--- config.mk ---
export PLATFORM = sky130hd
export DESIGN_NAME = uart_tx_ctrl
export DESIGN_NICKNAME = d
export VERILOG_FILES = /design/src/rtl/uart_pkg.sv /design/src/rtl/baud_tick.sv /design/src/rtl/uart_tx_ctrl.sv
export SDC_FILE = /design/constraint.sdc
export NUM_CORES = 1
export LEC_CHECK = 0
export CAP_MARGIN = 15
export CORE_MARGIN = 10
export CORE_UTILIZATION = 30
export DETAILED_ROUTE_END_ITERATION = 10
export MAX_ROUTING_LAYER = met4
export PLACE_DENSITY = 0.46
export SLEW_MARGIN = 20
export SYNTH_ARGS = -nofsm -noshare
export SYNTH_HDL_FRONTEND = slang
export SYNTH_SLANG_ARGS = --single-unit
--- constraint.sdc ---
create_clock -name clk_in -period 4.9 [get_ports clk_in]
set_input_delay 1.225 -clock clk_in [delete_from_list [all_inputs] [get_ports clk_in]]
set_output_delay 1.225 -clock clk_in [all_outputs]
set_load 0.01 [all_outputs]
--- src/rtl/uart_pkg.sv ---
// uart_pkg: shared definitions for the UART transmit controller.
//   state_t     - 3-bit FSM state encoding
//   DATA_BITS   - payload width of one frame
//   CNT_W       - width of the bit-period counter
//   IDX_W       - width of the data bit index
//   even_parity - parity bit that makes the count of ones even
package uart_pkg;

  localparam int unsigned DATA_BITS = 8;
  localparam int unsigned CNT_W     = 16;
  localparam int unsigned IDX_W     = 3;

  typedef enum logic [2:0] {
    ST_IDLE   = 3'd0,
    ST_START  = 3'd1,
    ST_DATA   = 3'd2,
    ST_PARITY = 3'd3,
    ST_STOP   = 3'd4
  } state_t;

  // XOR of all data bits; appended after the data to give even parity
  function automatic logic even_parity(input logic [DATA_BITS-1:0] d);
    return ^d;
  endfunction

endpackage

--- src/rtl/baud_tick.sv ---
// baud_tick: bit-period counter for the UART transmitter.
//   clk_in  - clock, rising edge
//   rst     - synchronous active-high reset, clears the counter
//   restart - forces the counter back to 0 (frame start)
//   tick    - high for one cycle while the count is CLKS_PER_BIT-1
module baud_tick
  import uart_pkg::*;
#(
  parameter int unsigned CLKS_PER_BIT = 10
) (
  input  logic clk_in,
  input  logic rst,
  input  logic restart,
  output logic tick
);

  localparam logic [CNT_W-1:0] LAST = CNT_W'(CLKS_PER_BIT - 1);

  logic [CNT_W-1:0] count;

  // Counts 0..CLKS_PER_BIT-1 and wraps, so every bit-period end restarts at 0
  always_ff @(posedge clk_in) begin
    if (rst || restart) begin
      count <= '0;
    end else if (count == LAST) begin
      count <= '0;
    end else begin
      count <= count + CNT_W'(1);
    end
  end

  assign tick = (count == LAST);

endmodule

--- src/rtl/uart_tx_ctrl.sv ---
// uart_tx_ctrl: UART transmit controller, 8 data bits, optional even parity,
// one or two stop bits, LSB first.
//   clk_in   - clock, rising edge
//   rst      - synchronous active-high reset; aborts any frame in progress
//   tx_data  - byte to send, sampled on the handshake edge only
//   tx_valid - requester has a byte on tx_data
//   tx_ready - combinational: controller is idle and not in reset
//   tx       - registered serial line, idle high
//   busy     - registered, high from START through the last STOP cycle
module uart_tx_ctrl
  import uart_pkg::*;
#(
  parameter int unsigned CLKS_PER_BIT = 10,
  parameter int unsigned PARITY_EN    = 0,
  parameter int unsigned STOP_BITS    = 1
) (
  input  logic                 clk_in,
  input  logic                 rst,
  input  logic [DATA_BITS-1:0] tx_data,
  input  logic                 tx_valid,
  output logic                 tx_ready,
  output logic                 tx,
  output logic                 busy
);

  localparam logic [IDX_W-1:0] LAST_IDX  = IDX_W'(DATA_BITS - 1);
  localparam logic             LAST_STOP = 1'(STOP_BITS - 1);

  state_t               state;
  logic [DATA_BITS-1:0] shift_reg;
  logic [IDX_W-1:0]     bit_idx;
  logic                 parity_bit;
  logic                 stop_cnt;
  logic                 tick;
  logic                 handshake;

  assign tx_ready  = (state == ST_IDLE) && !rst;
  assign handshake = tx_valid && tx_ready;

  baud_tick #(
    .CLKS_PER_BIT(CLKS_PER_BIT)
  ) u_baud_tick (
    .clk_in (clk_in),
    .rst    (rst),
    .restart(handshake),
    .tick   (tick)
  );

  // Frame sequencer; tx always carries the level of the state being entered
  always_ff @(posedge clk_in) begin
    if (rst) begin
      state      <= ST_IDLE;
      tx         <= 1'b1;
      busy       <= 1'b0;
      bit_idx    <= '0;
      shift_reg  <= '0;
      parity_bit <= 1'b0;
      stop_cnt   <= 1'b0;
    end else begin
      case (state)
        ST_IDLE: begin
          if (handshake) begin
            shift_reg  <= tx_data;
            parity_bit <= even_parity(tx_data);
            bit_idx    <= '0;
            stop_cnt   <= 1'b0;
            tx         <= 1'b0;
            busy       <= 1'b1;
            state      <= ST_START;
          end
        end

        ST_START: begin
          if (tick) begin
            tx    <= shift_reg[0];
            state <= ST_DATA;
          end
        end

        ST_DATA: begin
          if (tick) begin
            if (bit_idx == LAST_IDX) begin
              bit_idx <= '0;
              if (PARITY_EN != 0) begin
                tx    <= parity_bit;
                state <= ST_PARITY;
              end else begin
                tx    <= 1'b1;
                state <= ST_STOP;
              end
            end else begin
              // bit 1 becomes the next bit on the line once shifted down
              shift_reg <= shift_reg >> 1;
              tx        <= shift_reg[1];
              bit_idx   <= bit_idx + IDX_W'(1);
            end
          end
        end

        ST_PARITY: begin
          if (tick) begin
            tx    <= 1'b1;
            state <= ST_STOP;
          end
        end

        ST_STOP: begin
          if (tick) begin
            if (stop_cnt == LAST_STOP) begin
              stop_cnt <= 1'b0;
              busy     <= 1'b0;
              state    <= ST_IDLE;
            end else begin
              stop_cnt <= stop_cnt + 1'b1;
            end
          end
        end

        default: begin
          tx    <= 1'b1;
          busy  <= 1'b0;
          state <= ST_IDLE;
        end
      endcase
    end
  end

endmodule

# Yosys cells after proc, flatten, opt, wreduce, memory -nomap -nowiden
# Cells that the tools add are included.
[word_totals] reg_bits=33 wordCells=70 input_bits=11
[classes] add_sub_neg=3 eq_ne=14 reduce_logical=15 bitwise_logic=2 mux=29
[ops] operator="3-bit two-way mux" n=10
[ops] operator="8-bit two-way mux" n=3
[ops] operator="16-bit by 1-bit adder with 16-bit output (second input constant)" n=1
[ops] operator="16-bit by 4-bit == test with 1-bit output (second input constant)" n=1
[ops] operator="8-bit one-hot mux with 2 select lines" n=1
[ops] operator="3-bit one-hot mux with 5 select lines" n=1
[ops] operator="2-bit != test (second input constant)" n=7
[ops] operator="1-bit two-way mux" n=10
[ops] operator="4-bit AND reduction" n=2
[ops] operator="7-bit AND reduction" n=1
[ops] operator="3-bit by 2-bit == test with 1-bit output (second input constant)" n=2
[ops] operator="3-bit == test (second input constant)" n=2
[ops] operator="3-bit one-hot mux with 2 select lines" n=1
[ops] operator="3-bit AND reduction" n=2
[ops] operator="1-bit one-hot mux with 5 select lines" n=1
[ops] operator="5-bit AND reduction" n=1
[ops] operator="2-bit nonzero test" n=2
[ops] operator="3-bit by 1-bit adder with 3-bit output (second input constant)" n=1
[ops] operator="3-bit by 1-bit == test with 1-bit output (second input constant)" n=1
[ops] operator="3-bit zero test" n=1
[ops] operator="1-bit one-hot mux with 3 select lines" n=1
[ops] operator="3-bit OR reduction" n=1
[ops] operator="1-bit logical AND" n=2
[ops] operator="2-bit by 1-bit != test with 1-bit output (second input constant)" n=1
[ops] operator="6 further kinds" n=7

# Depth between registers and ports, before layout
[logic_depth] depth_word=5 ltp_mapped=9 ltp_nobuf=6

# By module
# From an unflattened synthesis, not the netlist that was laid out.
[hier_totals] cells_unflattened=180 area_unflattened_um2=1729.2
[modules_own_cells] mod="uart_tx_ctrl" area_per_inst_um2=922.1 seq_area_each_um2=320.3 cells_each=97 n_inst=1
[modules_own_cells] mod="baud_tick" area_per_inst_um2=807.0 seq_area_each_um2=320.3 cells_each=83 n_inst=1

# Worst setup path before layout
# Ideal clock, no wire load.
[synth_path] path_type="input to output" start="input port rst" end="output port tx_ready" required_time_ns=3.675 arrival_time_ns=1.667 path_slack_ns=2.008 path_stages=2 path_cell_list="buf_2 nor4_2"
[synth_via] elab_chain_cells=2
[synth_lines] element="start, declared" line_no="uart_tx_ctrl.sv:18" source="input logic rst,"
[synth_lines] element="1-bit zero test" line_no="uart_tx_ctrl.sv:37" source="assign tx_ready = (state == ST_IDLE) && !rst;"
[synth_lines] element="1-bit logical AND" line_no="uart_tx_ctrl.sv:37"
[synth_lines] element="end, declared" line_no="uart_tx_ctrl.sv:21" source="output logic tx_ready,"
# No other way between the ends.

# Final worst setup path
# Ends and elaborated chain as after synthesis.

==> flow_summary.toml <==
[outcome]
status = "complete, no violations"

[cts]
clk_pin_slew_worst_paths_ns = 0.06
cts_resized = 0
cts_max_level = 2
numCtsBuffers = 5
post_cts_buffers = 0
cts_sinks = 32
clockBufferDepth = 2
cts_tree = "done"
root_buffer = "clkbuf_8"
insertion_delay_ns = 0.28
ctsHoldBuffers = 0

[sta]
setup_tns_ns = 0
fmax_ghz = 0.258
slew_viol_final = 0
min_period_ns = 3.88
hold_viol = 0
slew_headroom = 0.562
grt_setup_unrepaired = "false"
setup_violations = 0
worst_pin_slew_ns = 0.657
min_period_over_period = 0.792
skew_ns = 0.00456

[worst_setup_path]
r2r_slack_ns = 2.59
cp-end-kind = "output port"
path_buf_inv = 3
cp_common_cell = "clkdlybuf4s50_1"
crit_path_max_incr_delay_ns = 0.60
slowest_stage = "clkdlybuf4s50_1"
worstReg2RegStart = "u_baud_tick.count[0]"
worstPathRequired_ns = 3.67
critPathKind = "in -> out"
worstPathCellList = "clkdlybuf4s50_1, buf_4, nor4_2, clkdlybuf4s50_1"
arrival_ns = 2.66
crit_family = "buffers and inverters"
cp_max_fo = 18
start_kind = "input port"
reg2reg_to = "u_baud_tick.count[10]"
r2r_cells = 5

[job]
cap_violations = 0

[drt]
wl_per_cell_um = 13.4
firstDrtPassIters = 4
via_count = 1316
routed_wl_mm = 3.46
ant_nets = 0
drtIter0Drc = 63
drc = 0
vias_per_cell = 5.10

[cells_and_area]
diodes = 0
final_nets = 202
layout-drive-gt1-share = 0.0851
syn_to_final_growth_pct = 15.4
largest_reg_flops = 16

[global_route]
antenna_found_initial = 0
grt_pass1_wl_mm = 6.00
overflow = 0
grt_pass1_vias = 1320
grt_max_degree = 19
grt_use_total = 0.0856

[logic_synthesis]
netlist_area_um2 = 1620
synth_area_leader_cell = "dfxtp_1"
synth_cell_types = 41
ys_seq_elements = 32
yosysMostFrequentCell = "dfxtp_1"
synth.net_count = 192
yosysSeqAreaShare = 0.396
synthTopCellsByCount = "dfxtp_1, nor2_1, a211oi_1"
synth-async-reset-ratio = 0
avgSynthCellArea_um2 = 9.13
synth_top_flop_cell = "dfxtp_1"
synth_area_leaders = "dfxtp_1, a211oi_1, mux2i_1"
synth_cells = 177
yosys_warnings = 0
synth_edf_count = 0
synth_top_cell_area_share = 0.396

[power_and_ir_drop]
power_uw = 534
p_leak_nw = 0.665
peakVddDrop_mv = 0.150
p_per_area_nw_per_um2 = 286

[place]
dp_hpwl_mm = 2.51
globalplace.congestion = 0.761
io_buffer_count = 13

[floorplan]
rows = 26
core_um2 = 5170
dieArea_um2 = 8720
start_util = 0.313
fp.dieW_um = 93.4
fp.dieH_um = 93.4
io_pins = 14

[min_path]
hp-class = "reg -> reg"
worstHoldStart = "u_baud_tick.count[0]"
min_to = "u_baud_tick.count[0]"
whs_path_depth = 1
layout by cell type (no fill, tap or decap), drive strengths merged, types with 2 or more instances in the layout:
| master | n |
|---|---|
| nor4 | 5 |
| mux2i | 7 |
| and2 | 2 |
| nor2 | 18 |
| o21ai | 6 |
| inv | 3 |
| or4 | 2 |
| clkbuf | 8 |
| nand3 | 9 |
| nand2 | 12 |
| ha | 4 |
| nor3 | 3 |
| nand4 | 5 |
| or3 | 5 |
| o31ai | 2 |
| xor2 | 6 |
| and4 | 2 |
| and3 | 2 |
| xnor2 | 4 |
| dfxtp | 32 |
| o211ai | 3 |
| a211oi | 14 |
| clkdlybuf4s50 | 13 |
| a21oi | 10 |
worst reg2reg max path, cell delays in order (launching register included):
cell	delay (ns)
dfxtp_1	0.40
ha_1	0.17
nor4bb_4	0.32
and4_1	0.61
or3_1	0.56
nor2_1	0.11
area by class of cell:
| class | instances | area [um^2] |
|---|---|---|
| clock buffers | 8 | 90.1 |
| multi-input cells | 131 | 898 |
| inverters | 3 | 11.3 |
| well taps | 70 | 87.6 |
| fillers | 530 | 3310 |
| repair buffers | 14 | 138 |
| flip-flops and latches | 32 | 641 |
logic make-up (layout without fill, tap and decap cells):
kind of cell,Yosys count,after routing,share of synthesized area
buffers and inverters,14,25,0.0480
XOR/XNOR,10,10,0.0542
AO/OA/AOI/OAI,40,40,0.163
flip-flops,32,32,0.396
AND/OR/NAND/NOR,70,70,0.264
multiplexers,7,7,0.0433
adder cells (fa/ha/maj),4,4,0.0310
routing by layer:
| metal | global-route usage | routed length (um) |
|---|---|---|
| met2 | 0.137 | 1660 |
| met4 | 0.0193 | 28 |
| met5 | - | 0 |
| met1 | 0.0978 | 1600 |
| met3 | 0.0352 | 172 |
how the worst max path moves through the flow:
| stage | startpoint | to | slack [ns] | cells after the start |
|---|---|---|---|---|
| 2_1_floorplan | rst | tx_ready | 2.01 | 2 |
| 3_3_place_gp | rst | tx_ready | 1.05 | 4 |
| 3_5_place_dp | rst | tx_ready | 1.02 | 4 |
| 4_1_cts | rst | tx_ready | 1.01 | 4 |
| 5_1_grt | rst | tx_ready | 0.87 | 4 |
| 6_report | rst | tx_ready | 1.02 | 4 |
report_power, final:
part           leakage [nW]  internal (mW)  total, mW  switching, mW
sequential            0.260          0.270      0.280        0.00976
clock                0.0455          0.114      0.205         0.0906
combinational         0.359         0.0255     0.0491         0.0236
per-stage QoR:
stage	hold slack, ns	setup slack [ns]	area (um^2)	cells	utilization
global placement	0.464	1.05	1780	250	0.343
floorplan	0.444	2.01	1620	177	-
CTS	0.493	1.01	1870	258	0.361
global route	0.514	0.872	1870	258	0.361
detailed placement	0.477	1.02	1780	250	0.343
finish	0.485	1.02	1870	258	0.361
Power figures use the tool's default switching activity.
